**config.mk**
```make
export PLATFORM = sky130hd
export DESIGN_NAME = kypd_scanner
export DESIGN_NICKNAME = d
export VERILOG_FILES = /design/src/rtl/kypd_pkg.sv /design/src/rtl/kypd_fifo.sv /design/src/rtl/kypd_scanner.sv
export SDC_FILE = /design/constraint.sdc
export NUM_CORES = 1
export LEC_CHECK = 0
export ABC_AREA = 1
export ABC_CLOCK_PERIOD_IN_PS = 2160
export CORE_UTILIZATION = 35
export CTS_CLUSTER_DIAMETER = 40
export CTS_CLUSTER_SIZE = 8
export DETAILED_ROUTE_END_ITERATION = 12
export PLACE_DENSITY_LB_ADDON = 0.15
export SLEW_MARGIN = 10
export SYNTH_ARGS = -nofsm -noshare
export SYNTH_HDL_FRONTEND = slang
export SYNTH_SLANG_ARGS = --single-unit
```
**constraint.sdc**
```tcl
create_clock -name clk -period 2.16 [get_ports clk]
set_input_delay 0.324 -clock clk [delete_from_list [all_inputs] [get_ports clk]]
set_output_delay 0.324 -clock clk [all_outputs]
set_load 0.01 [all_outputs]
```
**src/rtl/kypd_pkg.sv**
```systemverilog
// Shared constants and helpers for the 4x4 keypad scanner.
// Column drive patterns, key map and one-hot helpers.
package kypd_pkg;

  localparam int NUM_COLS = 4;
  localparam int NUM_ROWS = 4;

  localparam logic [3:0] COL_DRV0 = 4'b1110;
  localparam logic [3:0] COL_DRV1 = 4'b1101;
  localparam logic [3:0] COL_DRV2 = 4'b1011;
  localparam logic [3:0] COL_DRV3 = 4'b0111;

  typedef enum logic [1:0] {
    COL0 = 2'd0,
    COL1 = 2'd1,
    COL2 = 2'd2,
    COL3 = 2'd3
  } col_e;

  function automatic logic [3:0] col_drive(input col_e c);
    case (c)
      COL0:    return COL_DRV0;
      COL1:    return COL_DRV1;
      COL2:    return COL_DRV2;
      default: return COL_DRV3;
    endcase
  endfunction

  // Printed legend of the Pmod keypad, indexed by {column, row}.
  function automatic logic [3:0] key_map(input logic [1:0] col, input logic [1:0] row);
    case ({col, row})
      4'h0: return 4'h1;
      4'h1: return 4'h4;
      4'h2: return 4'h7;
      4'h3: return 4'h0;
      4'h4: return 4'h2;
      4'h5: return 4'h5;
      4'h6: return 4'h8;
      4'h7: return 4'hF;
      4'h8: return 4'h3;
      4'h9: return 4'h6;
      4'hA: return 4'h9;
      4'hB: return 4'hE;
      4'hC: return 4'hA;
      4'hD: return 4'hB;
      4'hE: return 4'hC;
      default: return 4'hD;
    endcase
  endfunction

  function automatic logic is_onehot(input logic [15:0] v);
    return (v != '0) && ((v & (v - 16'd1)) == '0);
  endfunction

  function automatic logic [3:0] onehot_index(input logic [15:0] v);
    logic [3:0] idx;
    idx = '0;
    for (int i = 0; i < 16; i++) begin
      if (v[i]) idx = 4'(i);
    end
    return idx;
  endfunction

endpackage

```
**src/rtl/kypd_fifo.sv**
```systemverilog
// Small synchronous key-code queue; push and pop may coincide, even when full.
// A push while full without a pop is discarded (caller flags the drop).
import kypd_pkg::*;

module kypd_fifo #(
  parameter int DEPTH = 4,
  parameter int WIDTH = 4
) (
  input  logic             clk,
  input  logic             RST,
  input  logic             push_i,
  input  logic             pop_i,
  input  logic [WIDTH-1:0] din_i,
  output logic             full_o,
  output logic             empty_o,
  output logic [WIDTH-1:0] head_o
);

  localparam int AW = $clog2(DEPTH);

  logic [WIDTH-1:0] mem_q [DEPTH];
  logic [AW-1:0]    rd_ptr_q, wr_ptr_q;
  logic [AW:0]      count_q;
  logic             push_ok, pop_ok;

  // Count tops out at exactly 2**AW, so the MSB alone marks full.
  assign full_o  = count_q[AW];
  assign empty_o = (count_q == '0);
  assign head_o  = mem_q[rd_ptr_q];

  assign pop_ok  = pop_i && !empty_o;
  assign push_ok = push_i && (!full_o || pop_ok);

  always_ff @(posedge clk or negedge RST) begin
    if (!RST) begin
      for (int i = 0; i < DEPTH; i++) mem_q[i] <= '0;
      rd_ptr_q <= '0;
      wr_ptr_q <= '0;
      count_q  <= '0;
    end else begin
      if (push_ok) begin
        mem_q[wr_ptr_q] <= din_i;
        wr_ptr_q        <= wr_ptr_q + 1'b1;
      end
      if (pop_ok) rd_ptr_q <= rd_ptr_q + 1'b1;
      case ({push_ok, pop_ok})
        2'b10:   count_q <= count_q + 1'b1;
        2'b01:   count_q <= count_q - 1'b1;
        default: count_q <= count_q;
      endcase
    end
  end

endmodule

```
**src/rtl/kypd_scanner.sv**
```systemverilog
// Pmod 4x4 keypad scanner: column sequencer, row sync, full-matrix debounce,
// single-press detection and a key-code queue read through valid/ack.
//
// state | meaning
// COL0  | column 0 driven low (1110), rows sampled into snap[3:0]
// COL1  | column 1 driven low (1101), rows sampled into snap[7:4]
// COL2  | column 2 driven low (1011), rows sampled into snap[11:8]
// COL3  | column 3 driven low (0111), last dwell cycle completes a scan
import kypd_pkg::*;

module kypd_scanner #(
  parameter int DWELL_CYCLES   = 100000,
  parameter int DEBOUNCE_SCANS = 4,
  parameter int FIFO_DEPTH     = 4
) (
  input  logic       clk,
  input  logic       RST,
  output logic [3:0] KYPD_COL,
  input  logic [3:0] KYPD_ROW,
  output logic [3:0] key_code,
  output logic       key_valid,
  input  logic       key_ack,
  output logic       key_held,
  output logic       overflow,
  input  logic       clr_overflow
);

  localparam int DW = $clog2(DWELL_CYCLES);
  localparam int SW = $clog2(DEBOUNCE_SCANS);
  localparam logic [DW-1:0] DWELL_LAST = DW'(DWELL_CYCLES - 1);
  localparam logic [SW-1:0] STABLE_MAX = SW'(DEBOUNCE_SCANS - 1);

  logic [3:0]    row_s1_q, row_s2_q, rows_act;
  logic [DW-1:0] dwell_q;
  col_e          col_q;
  logic [3:0]    col_drv_q;
  logic [11:0]   snap_q;
  logic [15:0]   prev_q, deb_q, scan_w;
  logic [SW-1:0] stable_q, stable_d;
  logic          push_q, ovf_q;
  logic [3:0]    push_code_q, press_code, hit_idx;
  logic          last_dwell, scan_done, deb_upd, press, drop;
  logic          fifo_full, fifo_empty;
  logic [3:0]    fifo_head;

  always_ff @(posedge clk or negedge RST) begin
    if (!RST) begin
      row_s1_q <= '1;
      row_s2_q <= '1;
    end else begin
      row_s1_q <= KYPD_ROW;
      row_s2_q <= row_s1_q;
    end
  end

  assign rows_act   = ~row_s2_q;
  assign last_dwell = (dwell_q == DWELL_LAST);
  assign scan_done  = last_dwell && (col_q == COL3);

  always_ff @(posedge clk or negedge RST) begin
    if (!RST) begin
      dwell_q   <= '0;
      col_q     <= COL0;
      col_drv_q <= col_drive(COL0);
      snap_q    <= '0;
    end else if (last_dwell) begin
      dwell_q <= '0;
      case (col_q)
        COL0: begin
          snap_q[3:0] <= rows_act;
          col_q       <= COL1;
          col_drv_q   <= col_drive(COL1);
        end
        COL1: begin
          snap_q[7:4] <= rows_act;
          col_q       <= COL2;
          col_drv_q   <= col_drive(COL2);
        end
        COL2: begin
          snap_q[11:8] <= rows_act;
          col_q        <= COL3;
          col_drv_q    <= col_drive(COL3);
        end
        default: begin
          col_q     <= COL0;
          col_drv_q <= col_drive(COL0);
        end
      endcase
    end else begin
      dwell_q <= dwell_q + 1'b1;
    end
  end

  // Column 3 never lands in snap_q; its rows go straight into the scan word.
  assign scan_w = {rows_act, snap_q};

  always_comb begin
    stable_d = '0;
    if (scan_w == prev_q) begin
      stable_d = (stable_q == STABLE_MAX) ? STABLE_MAX : stable_q + 1'b1;
    end
  end

  assign deb_upd    = scan_done && (stable_d == STABLE_MAX) && (scan_w != deb_q);
  assign hit_idx    = onehot_index(scan_w);
  assign press_code = key_map(hit_idx[3:2], hit_idx[1:0]);
  assign press      = deb_upd && is_onehot(scan_w) && ((scan_w & deb_q) == '0);
  assign drop       = push_q && fifo_full && !key_ack;

  always_ff @(posedge clk or negedge RST) begin
    if (!RST) begin
      prev_q      <= '0;
      stable_q    <= '0;
      deb_q       <= '0;
      push_q      <= 1'b0;
      push_code_q <= '0;
      ovf_q       <= 1'b0;
    end else begin
      push_q      <= press;
      push_code_q <= press_code;
      if (scan_done) begin
        prev_q   <= scan_w;
        stable_q <= stable_d;
        if (deb_upd) deb_q <= scan_w;
      end
      if (drop)              ovf_q <= 1'b1;
      else if (clr_overflow) ovf_q <= 1'b0;
    end
  end

  kypd_fifo #(
    .DEPTH (FIFO_DEPTH),
    .WIDTH (4)
  ) u_fifo (
    .clk     (clk),
    .RST     (RST),
    .push_i  (push_q),
    .pop_i   (key_ack),
    .din_i   (push_code_q),
    .full_o  (fifo_full),
    .empty_o (fifo_empty),
    .head_o  (fifo_head)
  );

  assign KYPD_COL  = col_drv_q;
  assign key_valid = !fifo_empty;
  assign key_code  = fifo_empty ? 4'h0 : fifo_head;
  assign key_held  = |deb_q;
  assign overflow  = ovf_q;

endmodule
```
==> results of run 1 <==
[sequential cells by signal (all words and copies together), names as in the netlist]
register	flops
dwell_q	17
push_q	1
u_fifo.count_q	3
deb_q	16
push_code_q	4
u_fifo.rd_ptr_q	2
stable_q	2
overflow	1
col_q	2
row_s2_q	4
row_s1_q	4
KYPD_COL	4
u_fifo.mem_q	16
prev_q	16
u_fifo.wr_ptr_q	2
snap_q	12
[final cells by class]
cell class                 count  area (sq um)
sequential                   106          2670
clock buffer                  10           239
inverter                      76           285
tap                          184           230
clock inverter                 6          65.1
timing repair buffer          54           485
multi-input combinational    406          2360
fill                        1458          8370
[cell usage in the layout, fill, tap and decap left out, drive strengths merged, types with 2 or more instances in the layout]
cell | Yosys | final
nor2 | 58 | 58
dlymetal6s2s | 0 | 4
clkbuf | 7 | 10
buf | 5 | 36
nand2 | 128 | 128
o22ai | 2 | 2
a21oi | 22 | 22
xor2 | 12 | 12
nor3 | 12 | 12
nand3 | 10 | 10
o21ai | 88 | 88
ha | 31 | 31
nand4 | 11 | 11
clkdlybuf4s50 | 0 | 13
nor4 | 13 | 13
inv | 76 | 77
dfstp | 11 | 11
clkinv | 0 | 3
xnor2 | 6 | 6
dfrtp | 95 | 95
or2 | 4 | 4
o31ai | 2 | 2
[kinds of logic (layout without fill, tap and decap cells)]
| group | after synthesis | count (layout) | synth area share |
|---|---|---|---|
| compound gates | 120 | 120 | 0.129 |
| xor+xnor | 18 | 18 | 0.0296 |
| fa+ha+maj | 32 | 32 | 0.0766 |
| buf+inv | 88 | 146 | 0.0668 |
| flops | 106 | 106 | 0.501 |
| simple gates | 236 | 236 | 0.197 |
[power by group]
| part | total (W) | switching (W) | internal [W] |
|---|---|---|---|
| logic | 0.000626 | 0.000324 | 0.000302 |
| clock network | 0.00171 | 0.000775 | 0.000934 |
| registers | 0.00213 | 0.0000792 | 0.00206 |
| total | 0.00447 | 0.00118 | 0.00329 |
[critical path: stages, from the launching register on]
cell,delay [ns]
dfrtp_2,0.49
inv_2,0.13
o21ai_0,0.10
a21oi_1,0.14
clkdlybuf4s50_1,0.54
[metrics by stage]
step           std cells  hold slack [ns]
2_1_floorplan        600           0.0284
3_3_place_gp         816            0.344
3_5_place_dp         816            0.345
4_1_cts              833            0.347
5_1_grt              842            0.364
6_report             842            0.358
[synthesized netlist by cell type, drive strengths merged]
master / count / area [sq um]
o211ai: 1 / 7.51
o31ai: 2 / 15.0
nand2: 128 / 518
nor4: 13 / 87.6
o221ai: 1 / 8.76
clkbuf: 7 / 26.3
dfstp: 11 / 289
a41oi: 1 / 8.76
nor3: 12 / 71.3
nor2: 58 / 228
a22oi: 1 / 7.51
o21a: 1 / 7.51
xnor2: 6 / 52.6
dfrtp: 95 / 2380
ha: 31 / 388
o21ai: 88 / 500
nand4: 11 / 68.8
fa: 1 / 20.0
a21oi: 22 / 110
o22ai: 2 / 12.5
a211o: 1 / 8.76
or2: 4 / 25.0
buf: 5 / 43.8
inv: 76 / 285
nand3: 10 / 50.1
xor2: 12 / 105
[layer usage]
layer  share of wire  global-route usage  vias to the layer above  routed length (um)
met1            0.48               0.226                     1932                5880
met3           0.047              0.0389                       22                 579
met4           0.021              0.0646                        0                 259
li1                -                   -                     2064                   -
met5               0                   0                        -                   0
met2            0.45               0.269                      104                5570
[what timing repair did]
action	CTS	global route
pin swaps	0	10
setup endpoints to repair	4	31
hold endpoints to repair	25	0
hold buffers	1	0
buffers inserted	0	9
resized for setup	2	22
[path summary, 6_finish.rpt]
| check | end | cells past startpoint | slack (ns) | start |
|---|---|---|---|---|
| max | key_code[3] | 4 | 0.08 | u_fifo.rd_ptr_q[0] |
| min | row_s2_q[3] | 0 | 0.36 | row_s1_q[3] |
| max reg2reg | deb_q[15] | 8 | 0.09 | snap_q[1] |
| min in group asynchronous | deb_q[4] | 2 | 0.50 | RST |
| max in group asynchronous | row_s2_q[3] | 3 | 0.97 | RST |
| min reg2reg | row_s2_q[3] | 0 | 0.36 | row_s1_q[3] |
==> impl_metrics.json, run 1 <==
{
  "clk_latency_ns": 0.36,
  "grt_pass1_vias": 4120,
  "ioPinCount": 19,
  "cp.required_ns": 1.84,
  "fin_ws_ns": 0.0779,
  "avgSynthCellArea_sq_um": 8.87,
  "setup_viol": 0,
  "synth-seq-cells": 106,
  "initial_core_util": 0.362,
  "grt_max_degree": 39,
  "clockBufferDepth": 2,
  "die_w_um": 125,
  "post-route-period-util": 0.964,
  "ys_types": 36,
  "syn_area_sq_mm": 0.00532,
  "fin_crit_ns": 2.08,
  "status": "finished, final reports clean",
  "grt_overflow": 0,
  "drv_cap": 0,
  "drt-pass1-iter-count": 7,
  "placed_area_sq_mm": 0.00588,
  "maxSlewHeadroom": 0.636,
  "core.rowCount": 44,
  "fin_skew_ns": 0.00820,
  "syn_inst": 600,
  "totalWireLength_um": 12300,
  "vias": 4122,
  "drc": 0,
  "fin_tns_setup_ns": 0,
  "synth_warnings": 0,
  "irDropWorstVdd_mv": 0.438,
  "final_cell_area_sq_mm": 0.00633,
  "critPathMaxFanout": 11,
  "grt_pass1_wl_um": 20900,
  "hold_viol_final": 0,
  "pre_cts_ws_ns": 0.0617,
  "fin_nets": 693,
  "clock-root-buffer": "clkbuf_16",
  "core_region_area_sq_mm": 0.0147,
  "hold_path.class": "flip-flop to flip-flop",
  "slew_violations": 0,
  "dieArea_sq_mm": 0.0157,
  "leakage_nw": 3.14,
  "rsz0062_at_grt": "yes",
  "cts_buffers": 9,
  "drt-vias-per-instance": 4.90,
  "drive_above_1_share": 0.181,
  "antenna_found_initial": 0,
  "gr-usage-all-layers": 0.170,
  "power_w": 0.00447,
  "synth_fp_nets": 640,
  "cts_tree": "built",
  "cp-end-kind": "output pin",
  "start_kind": "flip-flop",
  "clk_pin_slew_ns": 0.07,
  "first_iter_violations": 260,
  "synth_seq_area_share": 0.501,
  "critPathArrivalTime_ns": 1.76,
  "place.gp.congestion": 0.878,
  "post-route-util": 0.431,
  "clock.fmax_mhz": 480,
  "dp_hpwl_um": 8950,
  "synthToLayoutAreaGrowth_pct": 19.0,
  "wl_per_cell_um": 14.6,
  "worst_pin_slew_ns": 0.545,
  "postRouteAntennaNets": 0,
  "cts.sinks": 106,
  "power_density_mw_per_mm2": 706,
  "dieHeight_um": 125,
  "path_class": "flip-flop to output pin",
  "io_buffers": 18,
  "cts_htree_levels": 3,
  "diodes": 0
}
(Power assumes the default switching activity.)
==> run 2, diff against run 1 <==
--- a/config.mk
+++ b/config.mk
@@ -7,6 +7,7 @@
 export LEC_CHECK = 0
 export ABC_AREA = 1
 export ABC_CLOCK_PERIOD_IN_PS = 2160
+export CORE_MARGIN = 8
 export CORE_UTILIZATION = 35
 export CTS_CLUSTER_DIAMETER = 40
 export CTS_CLUSTER_SIZE = 8
==> run 2 against run 1 <==
Clock power shrank 9%. Global-route usage shrank 4.1 points. Final cell count grew 1.3%. Power fell by 3.1%. Worst setup slack worse by 0.038 ns. Routed wire length decreased by 0.93%.
==> impl_metrics.json, run 2 (synthesis results as in run 1) <==
{
  "cts_tree": "built",
  "rrSetupSlack_ns": 0.10,
  "dieArea_sq_mm": 0.0194,
  "top_register": "dwell_q",
  "power_density_mw_per_mm2": 665,
  "drc": 0,
  "core.rowCount": 45,
  "critPathMaxFanout": 3,
  "rsz0062_at_grt": "yes",
  "slowest_delay_ns": 0.51,
  "layout_commonest_cell": "nand2_1",
  "drv_cap": 0,
  "cp.required_ns": 1.84,
  "antenna_found_initial": 0,
  "final_cell_area_sq_mm": 0.00652,
  "holdWs_ns": 0.356,
  "clk_pin_slew_ns": 0.07,
  "drt-vias-per-instance": 4.81,
  "largest_reg_flops": 17,
  "crit_slowest_cell": "clkdlybuf4s50_1",
  "leakage_nw": 3.20,
  "drive_above_1_share": 0.206,
  "vias": 4099,
  "whs_path_depth": 0,
  "final_cell_mix": "106 x nand2_1, 90 x dfrtp_1, 72 x o21ai_0",
  "first_iter_violations": 211,
  "status": "finished, final reports clean",
  "clk_latency_ns": 0.35,
  "setup_viol": 0,
  "clockBufferDepth": 2,
  "placed_area_sq_mm": 0.00588,
  "grt_overflow": 0,
  "dieHeight_um": 139,
  "hold_start": "row_s1_q[2]",
  "cp-end-kind": "output pin",
  "irDropWorstVdd_mv": 0.368,
  "worst_pin_slew_ns": 0.449,
  "grt_pass1_wl_um": 20000,
  "timing.rr.end": "deb_q[10]",
  "maxSlewHeadroom": 0.701,
  "wl_per_cell_um": 14.3,
  "cts_htree_levels": 3,
  "slew_violations": 0,
  "fin_crit_ns": 2.12,
  "clock-root-buffer": "clkbuf_16",
  "clock.fmax_mhz": 472,
  "reg2regPathDepth": 13,
  "place.gp.congestion": 0.858,
  "ioPinCount": 19,
  "hold_viol_final": 0,
  "grt_pass1_vias": 3964,
  "io_buffers": 18,
  "post-route-period-util": 0.982,
  "die_w_um": 139,
  "initial_core_util": 0.354,
  "diodes": 0,
  "core_region_area_sq_mm": 0.0150,
  "crit_chain": "nor4_2 -> nand4_1 -> clkdlybuf4s50_1",
  "critPathArrivalTime_ns": 1.80,
  "timing.rr.start": "dwell_q[1]",
  "start_kind": "flip-flop",
  "hold_path.class": "flip-flop to flip-flop",
  "fin_nets": 700,
  "totalWireLength_um": 12200,
  "gr-usage-all-layers": 0.129,
  "filler_cell_count": 1441,
  "cts.sinks": 106,
  "path_class": "flip-flop to output pin",
  "dp_hpwl_um": 8690,
  "synthToLayoutAreaGrowth_pct": 22.4,
  "fin_skew_ns": 0.00559,
  "cts_buffers": 9,
  "drt-pass1-iter-count": 4,
  "postRouteAntennaNets": 0,
  "grt_max_degree": 37,
  "hold_path_end": "row_s2_q[2]"
}
[run 2: routing by layer]
metal | part of all wire | GRT usage | wire length (um) | vias to the layer above
met5 | 0 | 0 | 0 | -
met4 | 0.015 | 0.0555 | 181 | 0
met3 | 0.042 | 0.0280 | 507 | 14
met2 | 0.47 | 0.204 | 5750 | 63
met1 | 0.47 | 0.168 | 5740 | 1942
li1 | - | - | - | 2080
[run 2: cell type report]
type                            count  area [sq um]  share of cell area
Timing Repair Buffer               61           589              0.0905
Tap cell                          188           235              0.0361
Clock buffer                       12           246              0.0378
Sequential cell                   106          2670               0.410
Inverter                           76           285              0.0438
Clock inverter                      4          26.3             0.00403
Multi-Input combinational cell    406          2460               0.378
[run 2: where the power goes]
group	internal (W)	switching (W)
clock	0.000816	0.000742
sequential	0.00206	0.0000727
combinational	0.000314	0.000329
[run 2: repair_timing]
| action | 4_1_cts | 5_1_grt |
|---|---|---|
| endpoints found under the setup margin | 7 | 27 |
| setup buffers | 1 | 15 |
| resized for setup | 5 | 48 |
| hold buffers | 1 | 0 |
| endpoints found under the hold margin | 28 | 0 |
| pin swaps | 0 | 15 |
| cloned | 0 | 3 |
[run 2: stage by stage]
stage,util,total power [W],instances,setup WS [ns],TNS (ns)
after floorplan,-,0.00249,600,0.203,0
after global placement,0.391,0.00277,817,-0.0413,-0.0413
after detailed placement,0.391,0.00278,817,-0.0395,-0.0406
after CTS,0.411,0.00437,835,0.00266,0
after global routing,0.433,0.00457,853,-0.0815,-1.13
final,0.433,0.00433,853,0.0398,0
[run 2: worst max path at each step]
stage | startpoint | endpoint | slack, ns | cells past startpoint
floorplan | row_s2_q[2] | deb_q[14] | 0.20 | 8
global placement | snap_q[5] | push_code_q[2] | -0.04 | 19
detailed placement | snap_q[5] | push_code_q[2] | -0.04 | 19
CTS | deb_q[1] | key_held | 0.003 | 3
global route | dwell_q[8] | deb_q[10] | -0.08 | 11
finish | deb_q[9] | key_held | 0.04 | 3
[run 2: worst max-delay path, delay by kind of cell (launching register included)]
kind | cells | cell delay (ns)
buffers and inverters | 1 | 0.51
DFF | 1 | 0.45
and+or+nand+nor | 2 | 0.49
==> run 3, diff against run 2 <==
--- a/config.mk
+++ b/config.mk
@@ -9,7 +9,6 @@
 export ABC_CLOCK_PERIOD_IN_PS = 2160
 export CORE_MARGIN = 8
 export CORE_UTILIZATION = 35
-export CTS_CLUSTER_DIAMETER = 40
 export CTS_CLUSTER_SIZE = 8
 export DETAILED_ROUTE_END_ITERATION = 12
 export PLACE_DENSITY_LB_ADDON = 0.15
==> results of run 3 <==
Same layout as run 2: the final DEF is identical, and so are final timing and power.
